`src/rtl/gpu_host_pkg.sv`:
```
// Shared types and constants for the GPU-RAM host port: command record, read-pipe tag,
// issue FSM states and the value returned for reads outside the implemented RAM.
package gpu_host_pkg;

    localparam int unsigned ADDR_BITS_DFLT     = 20;
    localparam int unsigned MEM_SIZE_BITS_DFLT = 15;
    // Commands carry a fixed-width address so the FIFO type is independent of ADDR_BITS.
    localparam int unsigned CMD_ADDR_BITS      = 32;
    localparam logic [7:0]  OOR_RDATA          = 8'hFF;

    typedef struct packed {
        logic                     we;
        logic [CMD_ADDR_BITS-1:0] addr;
        logic [7:0]               wdata;
    } cmd_t;

    typedef struct packed {
        logic valid;
        logic force_ff;
    } rd_tag_t;

    typedef enum logic {
        StIdle,
        StIssue
    } issue_state_e;

    function automatic logic addr_in_range(input logic [CMD_ADDR_BITS-1:0] addr,
                                           input int unsigned             mem_bits);
        return (addr >> mem_bits) == '0;
    endfunction

endpackage

```
`src/rtl/gpu_cmd_fifo.sv`:
```
// Two-entry registered command FIFO; a push into a full FIFO is accepted when a pop
// happens in the same cycle.
module gpu_cmd_fifo
    import gpu_host_pkg::*;
(
    input  logic clk_i,
    input  logic rst_ni,
    input  logic push_i,
    input  cmd_t push_data_i,
    input  logic pop_i,
    output cmd_t head_o,
    output logic full_o,
    output logic empty_o
);

    cmd_t       mem_q [2];
    logic       wr_ptr_q, wr_ptr_d;
    logic       rd_ptr_q, rd_ptr_d;
    logic [1:0] count_q, count_d;
    logic       push_ok, pop_ok;

    assign full_o  = (count_q == 2'd2);
    assign empty_o = (count_q == 2'd0);
    assign head_o  = mem_q[rd_ptr_q];

    always_comb begin
        pop_ok   = pop_i && !empty_o;
        push_ok  = push_i && (!full_o || pop_ok);
        wr_ptr_d = wr_ptr_q ^ push_ok;
        rd_ptr_d = rd_ptr_q ^ pop_ok;
        count_d  = count_q + {1'b0, push_ok} - {1'b0, pop_ok};
    end

    always_ff @(posedge clk_i or negedge rst_ni) begin
        if (!rst_ni) begin
            mem_q[0] <= '0;
            mem_q[1] <= '0;
            wr_ptr_q <= 1'b0;
            rd_ptr_q <= 1'b0;
            count_q  <= 2'd0;
        end else begin
            if (push_ok) begin
                mem_q[wr_ptr_q] <= push_data_i;
            end
            wr_ptr_q <= wr_ptr_d;
            rd_ptr_q <= rd_ptr_d;
            count_q  <= count_d;
        end
    end

endmodule

```
`src/rtl/gpu_ram_host_port.sv`:
```
// GPU-RAM responder for the Z80 bridge: queues host writes/reads, issues them into granted
// RAM slots and returns read data in request order with a one-cycle ready pulse.
module gpu_ram_host_port
    import gpu_host_pkg::*;
#(
    parameter int unsigned ADDR_BITS     = ADDR_BITS_DFLT,
    parameter int unsigned MEM_SIZE_BITS = MEM_SIZE_BITS_DFLT,
    parameter int unsigned READ_LATENCY  = 2
) (
    input  logic                     GPU_CLK,
    input  logic                     resetn,
    input  logic                     host_wr_ena,
    input  logic                     host_rd_req,
    input  logic [ADDR_BITS-1:0]     host_addr,
    input  logic [7:0]               host_wdata,
    output logic [7:0]               host_rData,
    output logic                     host_rd_rdy,
    output logic                     host_overflow,
    input  logic                     ram_slot_next,
    output logic [MEM_SIZE_BITS-1:0] ram_addr,
    output logic                     ram_wena,
    output logic                     ram_rd,
    output logic [7:0]               ram_wdata,
    input  logic [7:0]               ram_rdata
);

    cmd_t         cmd_in, head;
    logic         fifo_full, fifo_empty;
    logic         push_req, push, pop;
    logic         head_in_range;
    issue_state_e state_q, state_d;
    rd_tag_t      pipe_in;
    rd_tag_t      pipe_q [READ_LATENCY+1];

    logic                     overflow_q, overflow_d;
    logic [MEM_SIZE_BITS-1:0] ram_addr_q, ram_addr_d;
    logic [7:0]               ram_wdata_q, ram_wdata_d;
    logic                     ram_wena_q, ram_wena_d;
    logic                     ram_rd_q, ram_rd_d;
    logic [7:0]               rdata_q;
    logic                     rdy_q;

    always_comb begin
        cmd_in.we    = host_wr_ena;
        cmd_in.addr  = CMD_ADDR_BITS'(host_addr);
        cmd_in.wdata = host_wdata;
    end

    assign head_in_range = addr_in_range(head.addr, MEM_SIZE_BITS);
    assign push_req      = host_wr_ena ^ host_rd_req;
    assign push          = push_req;

    gpu_cmd_fifo u_fifo (
        .clk_i       (GPU_CLK),
        .rst_ni      (resetn),
        .push_i      (push),
        .push_data_i (cmd_in),
        .pop_i       (pop),
        .head_o      (head),
        .full_o      (fifo_full),
        .empty_o     (fifo_empty)
    );

    always_comb begin
        state_d     = state_q;
        pop         = 1'b0;
        ram_addr_d  = ram_addr_q;
        ram_wdata_d = ram_wdata_q;
        ram_wena_d  = 1'b0;
        ram_rd_d    = 1'b0;
        pipe_in     = '0;
        unique case (state_q)
            StIdle: begin
                if (!fifo_empty) begin
                    state_d = StIssue;
                end
            end
            StIssue: begin
                // Out-of-range heads never touch RAM, so they do not wait for a slot.
                if (!fifo_empty && (!head_in_range || ram_slot_next)) begin
                    pop = 1'b1;
                end
                if (pop && head_in_range) begin
                    ram_addr_d  = head.addr[MEM_SIZE_BITS-1:0];
                    ram_wdata_d = head.wdata;
                    ram_wena_d  = head.we;
                    ram_rd_d    = !head.we;
                end
                pipe_in.valid    = pop && !head.we;
                pipe_in.force_ff = pop && !head.we && !head_in_range;
                // Single entry leaving with nothing arriving: FIFO is about to be empty.
                if (fifo_empty || (pop && !fifo_full && !push)) begin
                    state_d = StIdle;
                end
            end
            default: state_d = StIdle;
        endcase
    end

    assign overflow_d = overflow_q || (host_wr_ena && host_rd_req)
                        || (push_req && fifo_full && !pop);

    always_ff @(posedge GPU_CLK or negedge resetn) begin
        if (!resetn) begin
            state_q     <= StIdle;
            overflow_q  <= 1'b0;
            ram_addr_q  <= '0;
            ram_wdata_q <= '0;
            ram_wena_q  <= 1'b0;
            ram_rd_q    <= 1'b0;
            rdata_q     <= '0;
            rdy_q       <= 1'b0;
            for (int i = 0; i <= int'(READ_LATENCY); i++) begin
                pipe_q[i] <= '0;
            end
        end else begin
            state_q     <= state_d;
            overflow_q  <= overflow_d;
            ram_addr_q  <= ram_addr_d;
            ram_wdata_q <= ram_wdata_d;
            ram_wena_q  <= ram_wena_d;
            ram_rd_q    <= ram_rd_d;
            pipe_q[0]   <= pipe_in;
            for (int i = 1; i <= int'(READ_LATENCY); i++) begin
                pipe_q[i] <= pipe_q[i-1];
            end
            rdy_q <= pipe_q[READ_LATENCY].valid;
            if (pipe_q[READ_LATENCY].valid) begin
                rdata_q <= pipe_q[READ_LATENCY].force_ff ? OOR_RDATA : ram_rdata;
            end
        end
    end

    assign host_rData    = rdata_q;
    assign host_rd_rdy   = rdy_q;
    assign host_overflow = overflow_q;
    assign ram_addr      = ram_addr_q;
    assign ram_wdata     = ram_wdata_q;
    assign ram_wena      = ram_wena_q;
    assign ram_rd        = ram_rd_q;

endmodule

```
`config.mk`:
```
export PLATFORM = sky130hd
export DESIGN_NAME = gpu_ram_host_port
export DESIGN_NICKNAME = d
export VERILOG_FILES = /design/src/rtl/gpu_host_pkg.sv /design/src/rtl/gpu_cmd_fifo.sv /design/src/rtl/gpu_ram_host_port.sv
export SDC_FILE = /design/constraint.sdc
export NUM_CORES = 1
export LEC_CHECK = 0
export BUFFER_PORTS_ARGS = -buffer_cell sky130_fd_sc_hd__clkbuf_2
export CORE_ASPECT_RATIO = 0.5
export CORE_MARGIN = 3
export CORE_UTILIZATION = 50
export CTS_CLUSTER_SIZE = 10
export DETAILED_ROUTE_END_ITERATION = 8
export HOLD_SLACK_MARGIN = 0.08
export PLACE_DENSITY = 0.73
export SLEW_MARGIN = 15
export SYNTH_ARGS = -nofsm -noshare
export SYNTH_HDL_FRONTEND = slang
export SYNTH_SLANG_ARGS = --single-unit
```
`constraint.sdc`:
```
create_clock -name GPU_CLK -period 5.1 [get_ports GPU_CLK]
set_clock_uncertainty 0.05 [all_clocks]
set_input_delay 0.51 -clock GPU_CLK [delete_from_list [all_inputs] [get_ports GPU_CLK]]
set_output_delay 0.51 -clock GPU_CLK [all_outputs]
set_load 0.05 [all_outputs]
```
-- Word-level counts from Yosys, hierarchy flattened
Index checks and enable logic that the tools add are counted.
- order comparisons: 3
- shift-type cells: 0
- reduce and logical (&&, ||, !) cells: 26
- add/subtract/negate cells: 2
- $mul: 0
- eq/ne operators: 1
- divide/modulo/power cells: 0
- muxes and demuxes: 18
- bitwise logic cells: 6
- operator list (cell ; number):
    2-to-1 mux 41 bit ; 4
    bitwise mux 82 bit ; 1
    demux 41 bit (select 1 bit) ; 1
    logical NOT 32 bit ; 1
    logical AND 1 bit ; 12
    2-to-1 mux 1 bit ; 9
    2-to-1 mux 8 bit ; 1
    logical NOT 1 bit ; 6
    logical OR 1 bit ; 5
    >= comparator 2 bit, second input constant ; 2
    NOT 1 -> 2 bit ; 2
    bitwise XOR 1 bit ; 3
    adder 2 x 1 -> 2 bit ; 1
    equality test 2 bit, second input constant ; 1
    logical NOT 2 bit ; 1
    less-than comparator 2 x 1 -> 1 bit, second input constant ; 1
    2-to-1 mux 2 bit ; 1
    case mux 1 bit (2 select lines) ; 1
    AND reduction 2 bit ; 1
    subtractor 2 x 1 -> 2 bit ; 1
    NOT 1 bit ; 1
- RAM bits: 0
- bits in latches: 0
- memories kept: 0
- register bits after elaboration: 128
- memory bits (read-only): 0

-- Logic depth before layout (Yosys ltp)
Gate-level depths: netlist (run 1).
- depth in word-level cells: 16
- depth in mapped cells: 9
- depth with buffers taken out: 8

-- Modules after synthesis
From an unflattened synthesis (run 1), not the netlist that was laid out.
- cells, all modules: 365
- area total of the unflattened synthesis: 5901.9 µm²
- by module, submodules not included (module ; area each (µm²) ; times used ; cells an instance):
    gpu_cmd_fifo ; 4281.6 ; 1 ; 244
    gpu_ram_host_port ; 1620.3 ; 1 ; 121

-- Least setup slack after synthesis (run 1)
OpenSTA, ideal clock, no wires.
- kind: flip-flop to flip-flop
- start point: register u_fifo.rd_ptr_q
- end point: register u_fifo.mem_q[41] (netlist name)
- cell stages (with the launch flop): 10
- buffers on the path: 3
- path slack: 2.342 ns
- data arrival time: 2.584 ns
- setup time: 0.125 ns
- data required time: 4.925 ns
- path through: dfrtp_1 -> buf_6 -> or4_4 -> o221a_2 -> o21ai_0 -> inv_1 -> ha_1 -> clkbuf_1 -> buf_1 -> mux2_2
- longest elaborated chain between the ends: 14
- ends and longest elaborated chain (item ; line ; RTL):
    from (decl) ; gpu_cmd_fifo.sv:18 ; logic rd_ptr_q, rd_ptr_d;
    from (signal assigned) ; gpu_cmd_fifo.sv:46 ; rd_ptr_q <= rd_ptr_d;
    NOT 1 -> 2 bit (not written as such) ; gpu_cmd_fifo.sv:24 ; assign head_o = mem_q[rd_ptr_q];
    2-to-1 mux 41 bit (not written as such) (3 in a row) ; gpu_cmd_fifo.sv:24 ;
    logical NOT 32 bit ; gpu_host_pkg.sv:29 ; return (addr >> mem_bits) == '0;
    logical NOT 1 bit ; gpu_ram_host_port.sv:80 ; if (!fifo_empty && (!head_in_range || ram_slot_next)) begin
    logical OR 1 bit ; gpu_ram_host_port.sv:80 ;
    logical AND 1 bit ; gpu_ram_host_port.sv:80 ;
    2-to-1 mux 1 bit ; gpu_ram_host_port.sv:80 ;
    2-to-1 mux 1 bit (2 in a row) ; gpu_ram_host_port.sv:72 ; unique case (state_q)
    logical AND 1 bit ; gpu_cmd_fifo.sv:27 ; pop_ok = pop_i && !empty_o;
    logical OR 1 bit ; gpu_cmd_fifo.sv:28 ; push_ok = push_i && (!full_o || pop_ok);
    logical AND 1 bit ; gpu_cmd_fifo.sv:28 ;
    to (signal, indexed assignment) ; gpu_cmd_fifo.sv:43 ; mem_q[wr_ptr_q] <= push_data_i;
    to (decl) ; gpu_cmd_fifo.sv:16 ; cmd_t mem_q [2];
Every way passes these cells. The select of a mux whose other input is x is not followed.
A chain may end at the register's enable or synchronous reset.

-- Worst setup path after layout (run 1)
- start point: register u_fifo.rd_ptr_q
- end point: register u_fifo.mem_q[43] (netlist name)
Same word-level chain as after synthesis.

==> results.md, run 1 <==
- Synthesis Warnings: 0
- Gate Count Post-Synth: 293
- Reg clk slew, reported paths: 0.06 ns
- Seq/Total Area, Yosys: 60.7%
- Die height: 71.5 um
- 1st-pass router iterations: 4
- I/O pin count: 76
- Final Net Count: 414
- Synth Flop Type: dfrtp_1
- Critical path peak fanout: 16
- Port bufs: 75
- Routed len/inst: 16.7 um
- MaxCap Viol Count: 0
- RSZ-0062 raised after global routing: false
- Die X: 137 um
- Antenna violations before repair: 0
- Layout area overhead: 19.6%
- Min Tclk post-route: 3.16 ns
- Fill cells: 625
- Worst rel slew slack: 54.9%
- Worst EP required: 5.27 ns
- Capture point of the worst reg-to-reg path: u_fifo.mem_q[43]
- Cts bufs inserted: 9
- Hold Fails Final Rpt: 0
- DR vias: 2568
- Worst Path Arrival: 3.33 ns
- Leak: 2.38 nW
- Deepest clock path buffer count: 2
- Clk_lat worst skew: 0.34 ns
- Avg Cell Area, Syn: 14.6 um^2
- R2R setup slack: 1.94 ns
- Layout Cells excl Fill: 487
- Mapped cell area: 4290 um^2
- Gpl congestion: 0.750
- Max H-tree Level: 3
- Number of vias per cell: 5.27
- Initial Util: 52.5%
- Post-CTS sizing: 0
- Die area: 9790 um^2
- IR drop worst, VDD: 289 uV
- F_max: 317 MHz
- Cell Chain, Critical Path: or4b_1, o221a_2, o21ai_0, inv_1, ha_1, buf_4, mux2_2
- Worst path max stage delay: 0.69 ns
- Initial detailed-routing violation count: 99
- Synthesis-stage register bit count: 104
- Sink Count: 104
- Post-DP HPWL: 5710 um
- Number of setup buffers added after CTS: 0
- CP max-delay cell: dfrtp_1
- Synth area leaders: dfrtp_1 (61%), mux2_2 (27%), nor2_1 (1.8%), a21oi_1 (1.1%), ha_1 (0.88%)
- Crit Path Class: flip-flop to flip-flop
- Finish-stage setup viols: 0
- Crit end category: flip-flop
- Final ANT Viol Nets: 0
- Synth top cells by count: dfrtp_1 (104), mux2_2 (104), nor2_1 (21), a21oi_1 (9), clkbuf_1 (7)
- Ant. Diodes: 0
- Worst Reg-to-Reg Cells: 7
- Setup_tns: 0 ns
- Drt total wl: 8110 um
- Clk root buf: clkbuf_16
- Synth Net Count: 337
- Total Routing Usage GR: 17.9%
- First-pass GRT wire length: 13400 um
- DRC: 0
- CTS tree: done
- Rows: 23
- Status: complete, no violations
- Yosys cell types: 34
- R2r startpoint: u_fifo.rd_ptr_q
- Hold_buf cts: 0
- Worst Tran Pin Value: 0.676 ns
- CP Launch Type: flip-flop
- Core area: 8170 um^2
- Share of layout cells above drive strength 1: 54.7%
- Congestion Overflow GR: 0
- EDFF count, synth: 0
- Dpl cells: 471
- Pwr Density: 697 nW/um^2
- Pin count of the biggest net entering global routing: 56
- Vias in the first global route: 2703
- Post-synth top area share: 60.7%
- FFs w/ async S/R, synth: 100%
- Hold Path Class: primary input to asynchronous set/reset pin
- Final period util: 61.9%
- Dominant cell type by area after synthesis: dfrtp_1
- Fin. max-slew vios: 0
[logic make-up (layout without fill, tap and decap cells)]
family | Yosys count | count (layout) | share of synthesized area [%]
muxes | 105 | 105 | 27.6
adders and majority gates | 3 | 3 | 0.875
xor gates and xnor gates | 2 | 2 | 0.408
DFF | 104 | 104 | 60.7
buffers and inverters | 20 | 102 | 2.33
AOI/OAI and AO/OA | 17 | 17 | 2.83
and+or+nand+nor | 42 | 42 | 5.31
[through the flow]
| stage | power (mW) | worst slack, ns | area (um^2) | hold WS [ns] | utilization [%] |
|---|---|---|---|---|---|
| detailed placement | 2.82 | 1.98 | 4780 | 0.287 | 58.5 |
| global route | 3.78 | 1.73 | 5130 | 0.155 | 62.8 |
| floorplan | 2.47 | 2.34 | 4290 | 0.164 | - |
| CTS | 3.62 | 1.95 | 5130 | 0.134 | 62.8 |
| finish | 3.57 | 1.94 | 5130 | 0.115 | 62.8 |
| global placement | 2.74 | 2.04 | 4780 | 0.286 | 58.5 |
[worst max-delay path, delay by kind of cell (launching register included)]
kind	cells	cell delay, ns
muxes	1	0.30
buffers and inverters	2	0.41
DFF	1	0.69
and+or+nand+nor	1	0.56
adders and majority gates	1	0.43
AOI/OAI and AO/OA	2	0.60
[power by group]
group | leakage, nW | total [mW] | switching (mW) | internal, mW
sequential | 1.25 | 1.43 | 0.233 | 1.20
clock | 0.170 | 0.786 | 0.293 | 0.493
combinational | 0.954 | 1.36 | 0.747 | 0.612
total | 2.38 | 3.57 | 1.27 | 2.30
[area by class of cell]
cell class	count	area [um^2]	area share, %
clock buffers	11	243	4.73
clock inverters	5	104	2.02
inverters	6	22.5	0.439
multi-input cells	169	1600	31.3
flip-flops and latches	104	2600	50.7
well taps	112	140	2.73
repair buffers	80	415	8.10
[flip-flops by register name, summed over array words and instances (netlist names)]
register / flops
ram_wdata: 8
host_rd_rdy: 1
ram_wena: 1
ram_rd: 1
ram_addr: 15
host_overflow: 1
host_rData: 8
state_q: 1
u_fifo.rd_ptr_q: 1
u_fifo.mem_q: 58
pipe_q: 6
u_fifo.count_q: 2
u_fifo.wr_ptr_q: 1
[placed cells by master, fill, tap and decap left out, types with 2 or more instances in the layout]
| cell type | instances |
|---|---|
| ha_1 | 3 |
| o21ai_0 | 2 |
| bufinv_16 | 3 |
| clkbuf_2 | 74 |
| dfrtp_1 | 104 |
| or3_1 | 2 |
| nor2_1 | 21 |
| inv_1 | 6 |
| xor2_1 | 2 |
| clkbuf_16 | 9 |
| buf_4 | 6 |
| and4_1 | 2 |
| nand2b_1 | 3 |
| mux2_2 | 104 |
| a21oi_1 | 9 |
| nor4_1 | 2 |
| nand2_1 | 2 |
[routing by layer]
metal  part of all wire (%)  global-route usage (%)  wire [um]  vias up
met5                      0                       0          0        -
met4                    1.1                    4.98         93        0
met3                    6.1                    5.89        496        9
met2                     48                    29.2       3920       77
met1                     44                    23.4       3600     1291
li1                       -                       -          -     1191
[worst max path at each step]
| stage | from | endpoint | slack, ns | cells past startpoint |
|---|---|---|---|---|
| floorplan | u_fifo.rd_ptr_q | u_fifo.mem_q[41] | 2.34 | 9 |
| global placement | u_fifo.rd_ptr_q | u_fifo.mem_q[44] | 2.04 | 7 |
| detailed placement | u_fifo.rd_ptr_q | u_fifo.mem_q[43] | 1.98 | 7 |
| CTS | u_fifo.rd_ptr_q | u_fifo.mem_q[43] | 1.95 | 7 |
| global route | u_fifo.rd_ptr_q | u_fifo.mem_q[42] | 1.73 | 7 |
| finish | u_fifo.rd_ptr_q | u_fifo.mem_q[43] | 1.94 | 7 |
Note: power is estimated with default switching activity, not from simulation.
==> run 2: changes to the inputs <==
Clock period 5.1 ns to 3 ns, I/O delays scaled along.
==> run 2 against run 1 <==
Effect of this change: clock-buffer cell count increased by 1; power increased by 66%; worst hold slack improved by 0.035 ns; fmax increased by 18%; critical path type unchanged.
==> results.md, run 2 (same netlist as run 1, synthesis figures left out) <==
- Deepest clock path buffer count: 2 (unchanged)
- Setup_tns: 0 ns (unchanged)
- Reg clk slew, reported paths: 0.06 ns (about the same)
- Max reg flops: 58 (unchanged)
- Critical path peak fanout: 4 (-12)
- Number of setup buffers added after CTS: 0 (unchanged)
- Post-CTS sizing: 0 (unchanged)
- Final period util: 89.0% (+27 points)
- Min Tclk post-route: 2.67 ns (-0.488 ns)
- Sink Count: 104 (unchanged)
- Pre-CTS setup slack: 0.351 ns (-1.63 ns)
- P_sw: 2.16 mW (+69%)
- Initial detailed-routing violation count: 85 (-14%)
- Antenna violations before repair: 0 (unchanged)
- Initial Util: 52.5% (unchanged)
- CP Launch Type: flip-flop
- 1st-pass router iterations: 4 (unchanged)
- Total Routing Usage GR: 18.2% (+0.24 points)
- Rows: 23 (unchanged)
- Crit Path Class: flip-flop to flip-flop
- Final worst slack: 0.329 ns (-1.61 ns)
- Status: complete, no violations
- First-pass GRT wire length: 13500 um (+1.1%)
- RSZ-0062 raised after global routing: false
- Worst EP required: 3.17 ns (-2.10 ns)
- Finish-stage setup viols: 0 (unchanged)
- Most frequent cells in the layout: mux2_2 (104), dfrtp_1 (104), clkbuf_2 (74)
- Drt total wl: 8220 um (+1.3%)
- Vias in the first global route: 2788 (+3.1%)
- MaxCap Viol Count: 0 (unchanged)
- Congestion Overflow GR: 0 (unchanged)
- Die area: 9790 um^2 (unchanged)
- Int Pwr: 3.79 mW (+65%)
- Worst Path Arrival: 2.84 ns (-0.49 ns)
- F_max: 374 MHz (+18%)
- Clk root buf: clkbuf_16
- Gpl congestion: 0.795 (+6.0%)
- CTS tree: done
- Sequential Power Share: 40.6% (+0.6 points)
- Clk_lat worst skew: 0.34 ns (about the same)
- Crit end category: flip-flop
- Die height: 71.5 um (unchanged)
- Final core utilization: 62.8% (about the same)
- Share of layout cells above drive strength 1: 54.9% (+0.24 points)
- Pwr Density: 1160 nW/um^2 (+66%)
- Port bufs: 75 (unchanged)
- DR vias: 2582 (+0.55%)
- IR drop worst, VDD: 538 uV (+86%)
- Worst Tran Pin Value: 0.677 ns (+0.000317 ns)
- Placed cell area: 4810 um^2 (+0.58%)
- Core area: 8170 um^2 (unchanged)
- Post-DP HPWL: 5800 um (+1.7%)
- Hold Path Class: primary input to flip-flop
- Pin count of the biggest net entering global routing: 55 (-1.8%)
- Die X: 137 um (unchanged)
- Final Cell Area: 5130 um^2 (about the same)
- Fin. max-slew vios: 0 (unchanged)
- Ant. Diodes: 0 (unchanged)
- I/O pin count: 76 (unchanged)
- Cts bufs inserted: 9 (unchanged)
- Number of vias per cell: 5.28 (+0.13%)
- Max H-tree Level: 3 (unchanged)
- Hold_buf cts: 1 (+1)
- Comb power frac: 39.4% (+1.4 points)
- Routed len/inst: 16.8 um (+0.86%)
- Most flop-heavy register: u_fifo.mem_q
- Final Net Count: 417 (+0.72%)
- Hold Fails Final Rpt: 0 (unchanged)
- DRC: 0 (unchanged)
- Leak: 2.38 nW (+0.17%)
- Final ANT Viol Nets: 0 (unchanged)
- Worst rel slew slack: 54.9% (about the same)
- Layout area overhead: 19.6% (about the same)
- Clock network fraction of total power: 20.0% (-2.0 points)
- Switch share: 36.2% (+0.65 points)
==> run 2: changes by cell type in the layout (fill, tap and decap cells not counted) <==
| cell | change |
|---|---|
| bufinv_16 | -2 |
| clkbuf_8 | +2 |
| dlygate4sd3_1 | +1 |
| buf_4 | +1 |
| buf_12 | +1 |
| clkinv_4 | -1 |
| clkinv_2 | +1 |
| clkbuf_1 | -1 |
==> run 2: area by class of cell <==
cell class	instances	area (um^2)
clock buffer	12	267
clock inverter	3	40.0
fill	641	3040
inverter	6	22.5
multi-input combinational	169	1600
sequential	104	2600
tap	112	140
timing repair buffer	83	453
==> run 2: power by group through the flow <==
stage                     logic (mW)  clock network (mW)  registers, mW
after detailed placement        2.37                   0           2.44
after global routing            2.52                1.28           2.50
after floorplan                 1.35                   0           2.85
after global placement          2.28                   0           2.37
after CTS                       2.37                1.23           2.41
final                           2.34                1.19           2.42
==> run 2: critical path, stage by stage (launching register included) <==
cell      delay [ns]
dfrtp_1         0.41
or4_4           0.55
o221ai_1        0.37
nor2_1          0.13
ha_1            0.36
nor2b_1         0.10
and4_1          0.21
nor4_1          0.27
nand3_1         0.11
==> run 2: through the flow <==
stage	instances	hold WS [ns]	power (mW)
after floorplan	293	-0.0456	4.20
after global placement	473	0.285	4.65
after detailed placement	473	0.285	4.80
after CTS	489	0.134	6.01
after global routing	489	0.137	6.29
final	489	0.150	5.95
==> run 2: final timing paths <==
| kind | startpoint | end | slack [ns] | cells after the start |
|---|---|---|---|---|
| worst max-delay path | u_fifo.rd_ptr_q | u_fifo.count_q[1] | 0.33 | 8 |
| worst max register to register | u_fifo.rd_ptr_q | u_fifo.count_q[1] | 0.33 | 8 |
| worst min-delay path | host_wdata[1] | u_fifo.mem_q[42] | 0.15 | 2 |
| worst min register to register | pipe_q[5] | pipe_q[3] | 0.30 | 0 |
| max in group asynchronous | resetn | u_fifo.rd_ptr_q | 1.69 | 3 |
| min in group asynchronous | resetn | host_rd_rdy | 0.50 | 2 |
==> run 2: metal layers <==
layer,routed length [um],share of wire [%],track usage (%)
met1,3500,43,21.2
met2,4120,50,31.3
met3,478,5.8,7.71
met4,113,1.4,4.87
met5,0,0,0
==> run 3: changes to the inputs <==
Settings changed: CORE_ASPECT_RATIO 0.5 to default.
==> run 3 against run 2 <==
Effect of this change: via count decreased by 2.0%; combinational power is essentially flat; final area decreased by 1.9%; sequential power down 2%; critical path type unchanged; critical endpoint unchanged; largest cell class unchanged.
==> results.md, run 3 (same netlist as run 1, synthesis figures left out) <==
- 1st-pass router iterations: 4 (unchanged)
- Gpl congestion: 0.725 (-8.8%)
- Worst rel slew slack: 33.4% (-22 points)
- WHS Endpoint: u_fifo.mem_q[21]
- First-pass GRT wire length: 12800 um (-5.2%)
- RSZ-0062 raised after global routing: false
- Worst EP required: 3.19 ns (+0.02 ns)
- Post-DP HPWL: 5270 um (-9.2%)
- Fill cells: 679 (+5.9%)
- Final ANT Viol Nets: 0 (unchanged)
- DRC: 0 (unchanged)
- DR vias: 2531 (-2.0%)
- Reg clk slew, reported paths: 0.10 ns (+0.04 ns)
- Rows: 33 (+43%)
- Worst Reg-to-Reg Cells: 8 (unchanged)
- Pin count of the biggest net entering global routing: 63 (+15%)
- Sink Count: 104 (unchanged)
- Pwr Density: 1110 nW/um^2 (-4.1%)
- IR drop worst, VDD: 525 uV (-2.6%)
- Vias in the first global route: 2683 (-3.8%)
- Min Tclk post-route: 2.65 ns (-0.0192 ns)
- Final Net Count: 418 (+0.24%)
- Fin. max-slew vios: 0 (unchanged)
- Core area: 8260 um^2 (+1.0%)
- Pre-CTS setup slack: 0.340 ns (-0.0109 ns)
- Status: complete, no violations
- Final period util: 88.4% (-0.64 points)
- Cts bufs inserted: 9 (unchanged)
- CP Launch Type: flip-flop
- Clk root buf: clkbuf_8
- Antenna violations before repair: 0 (unchanged)
- Drt total wl: 7630 um (-7.1%)
- Initial detailed-routing violation count: 62 (-27%)
- I/O pin count: 76 (unchanged)
- Port bufs: 75 (unchanged)
- CTS tree: done
- Layout area overhead: 17.4%
- Die X: 98.6 um (-28%)
- Number of setup buffers added after CTS: 0 (unchanged)
- Routed len/inst: 15.8 um (-5.9%)
- Crit Path Class: flip-flop to flip-flop
- HP Start: host_addr[13]
- Leak: 2.33 nW (-2.1%)
- Die area: 9730 um^2 (-0.68%)
- Clk_lat worst skew: 0.36 ns (+0.02 ns)
- Setup_tns: 0 ns (unchanged)
- Final worst slack: 0.348 ns (+0.0192 ns)
- Congestion Overflow GR: 0 (unchanged)
- Most frequent cells in the layout: mux2_2 (104), dfrtp_1 (104), clkbuf_2 (74)
- Hold Fails Final Rpt: 0 (unchanged)
- R2r startpoint: u_fifo.mem_q[23]
- Total power draw: 5.60 mW (-5.8%)
- F_max: 377 MHz (+0.73%)
- Worst Tran Pin Value: 0.999 ns (+0.323 ns)
- Finish-stage setup viols: 0 (unchanged)
- MaxCap Viol Count: 0 (unchanged)
- Crit end category: flip-flop
- R2R setup slack: 0.35 ns (+0.02 ns)
- Die height: 98.6 um (+38%)
- CP startpoint: u_fifo.mem_q[23]
- Worst Path Arrival: 2.84 ns (about the same)
- FF+latch area: 2600 um^2 (unchanged)
- Critical path peak fanout: 3 (-1)
- Max H-tree Level: 3 (unchanged)
- Most flop-heavy register: u_fifo.mem_q
- Deepest clock path buffer count: 2 (unchanged)
- Number of vias per cell: 5.24 (-0.76%)
- Hold Path Class: primary input to flip-flop
- Max reg flops: 58 (unchanged)
- Share of layout cells above drive strength 1: 55.0% (+0.12 points)
- Initial Util: 51.9% (-0.54 points)
- Ant. Diodes: 0 (unchanged)
- Total Routing Usage GR: 16.6% (-1.6 points)
- Capture point of the worst reg-to-reg path: u_fifo.count_q[1]
- Hold Path Stages: 2 (unchanged)
- Area of the multi-input gates: 1600 um^2 (unchanged)
run 3: stage by stage:
stage                     utilization, %  instance area [um^2]  hold WS, ns  instances
after floorplan                        -                  4290      -0.0456        293
after global placement              58.4                  4820        0.285        467
after detailed placement            58.4                  4820        0.287        467
after CTS                           61.0                  5030        0.112        483
after global routing                61.0                  5030        0.120        483
final                               61.0                  5030        0.132        483
run 3: worst max-delay path by stage:
stage	to	slack (ns)	cells past startpoint
final	u_fifo.count_q[1]	0.35	8
after floorplan	u_fifo.mem_q[41]	0.24	9
after global placement	u_fifo.count_q[1]	0.45	8
after CTS	u_fifo.count_q[1]	0.34	8
after detailed placement	u_fifo.count_q[1]	0.34	8
after global routing	u_fifo.count_q[1]	0.18	8
run 3: report_power, final:
| part | total, mW | internal, mW | switching [mW] |
|---|---|---|---|
| combinational | 2.35 | 1.07 | 1.28 |
| clock | 0.871 | 0.410 | 0.461 |
| sequential | 2.38 | 2.03 | 0.349 |
| total | 5.60 | 3.51 | 2.09 |
run 3: per-layer routing:
layer  up-vias  track usage, %  share of wire, %
li1       1198               -                 -
met1      1267            21.1                44
met2        56            27.4                49
met3        10            4.67               5.9
met4         0            5.99               1.3
met5         -               0                 0
run 3: repair_timing:
item,4_1_cts,5_1_grt
hold buffers,1,0
endpoints found under the hold margin,61,0
gates resized for setup,0,0
run 3: worst max-delay path, stage by stage, from the launching register on:
cell      delay (ns)
dfrtp_1         0.39
or4b_1          0.59
o221ai_1        0.34
nor2_1          0.14
ha_1            0.35
nor2b_1         0.08
and4_1          0.20
nor4_1          0.29
nand3_1         0.11
run 3: final cells by class:
| cell class | instances | share of cell area, % |
|---|---|---|
| Inverter | 6 | 0.447 |
| Clock inverter | 5 | 1.24 |
| Clock buffer | 10 | 2.73 |
| Timing Repair Buffer | 84 | 9.40 |
| Sequential cell | 104 | 51.7 |
| Tap cell | 105 | 2.61 |
| Multi-Input combinational cell | 169 | 31.9 |
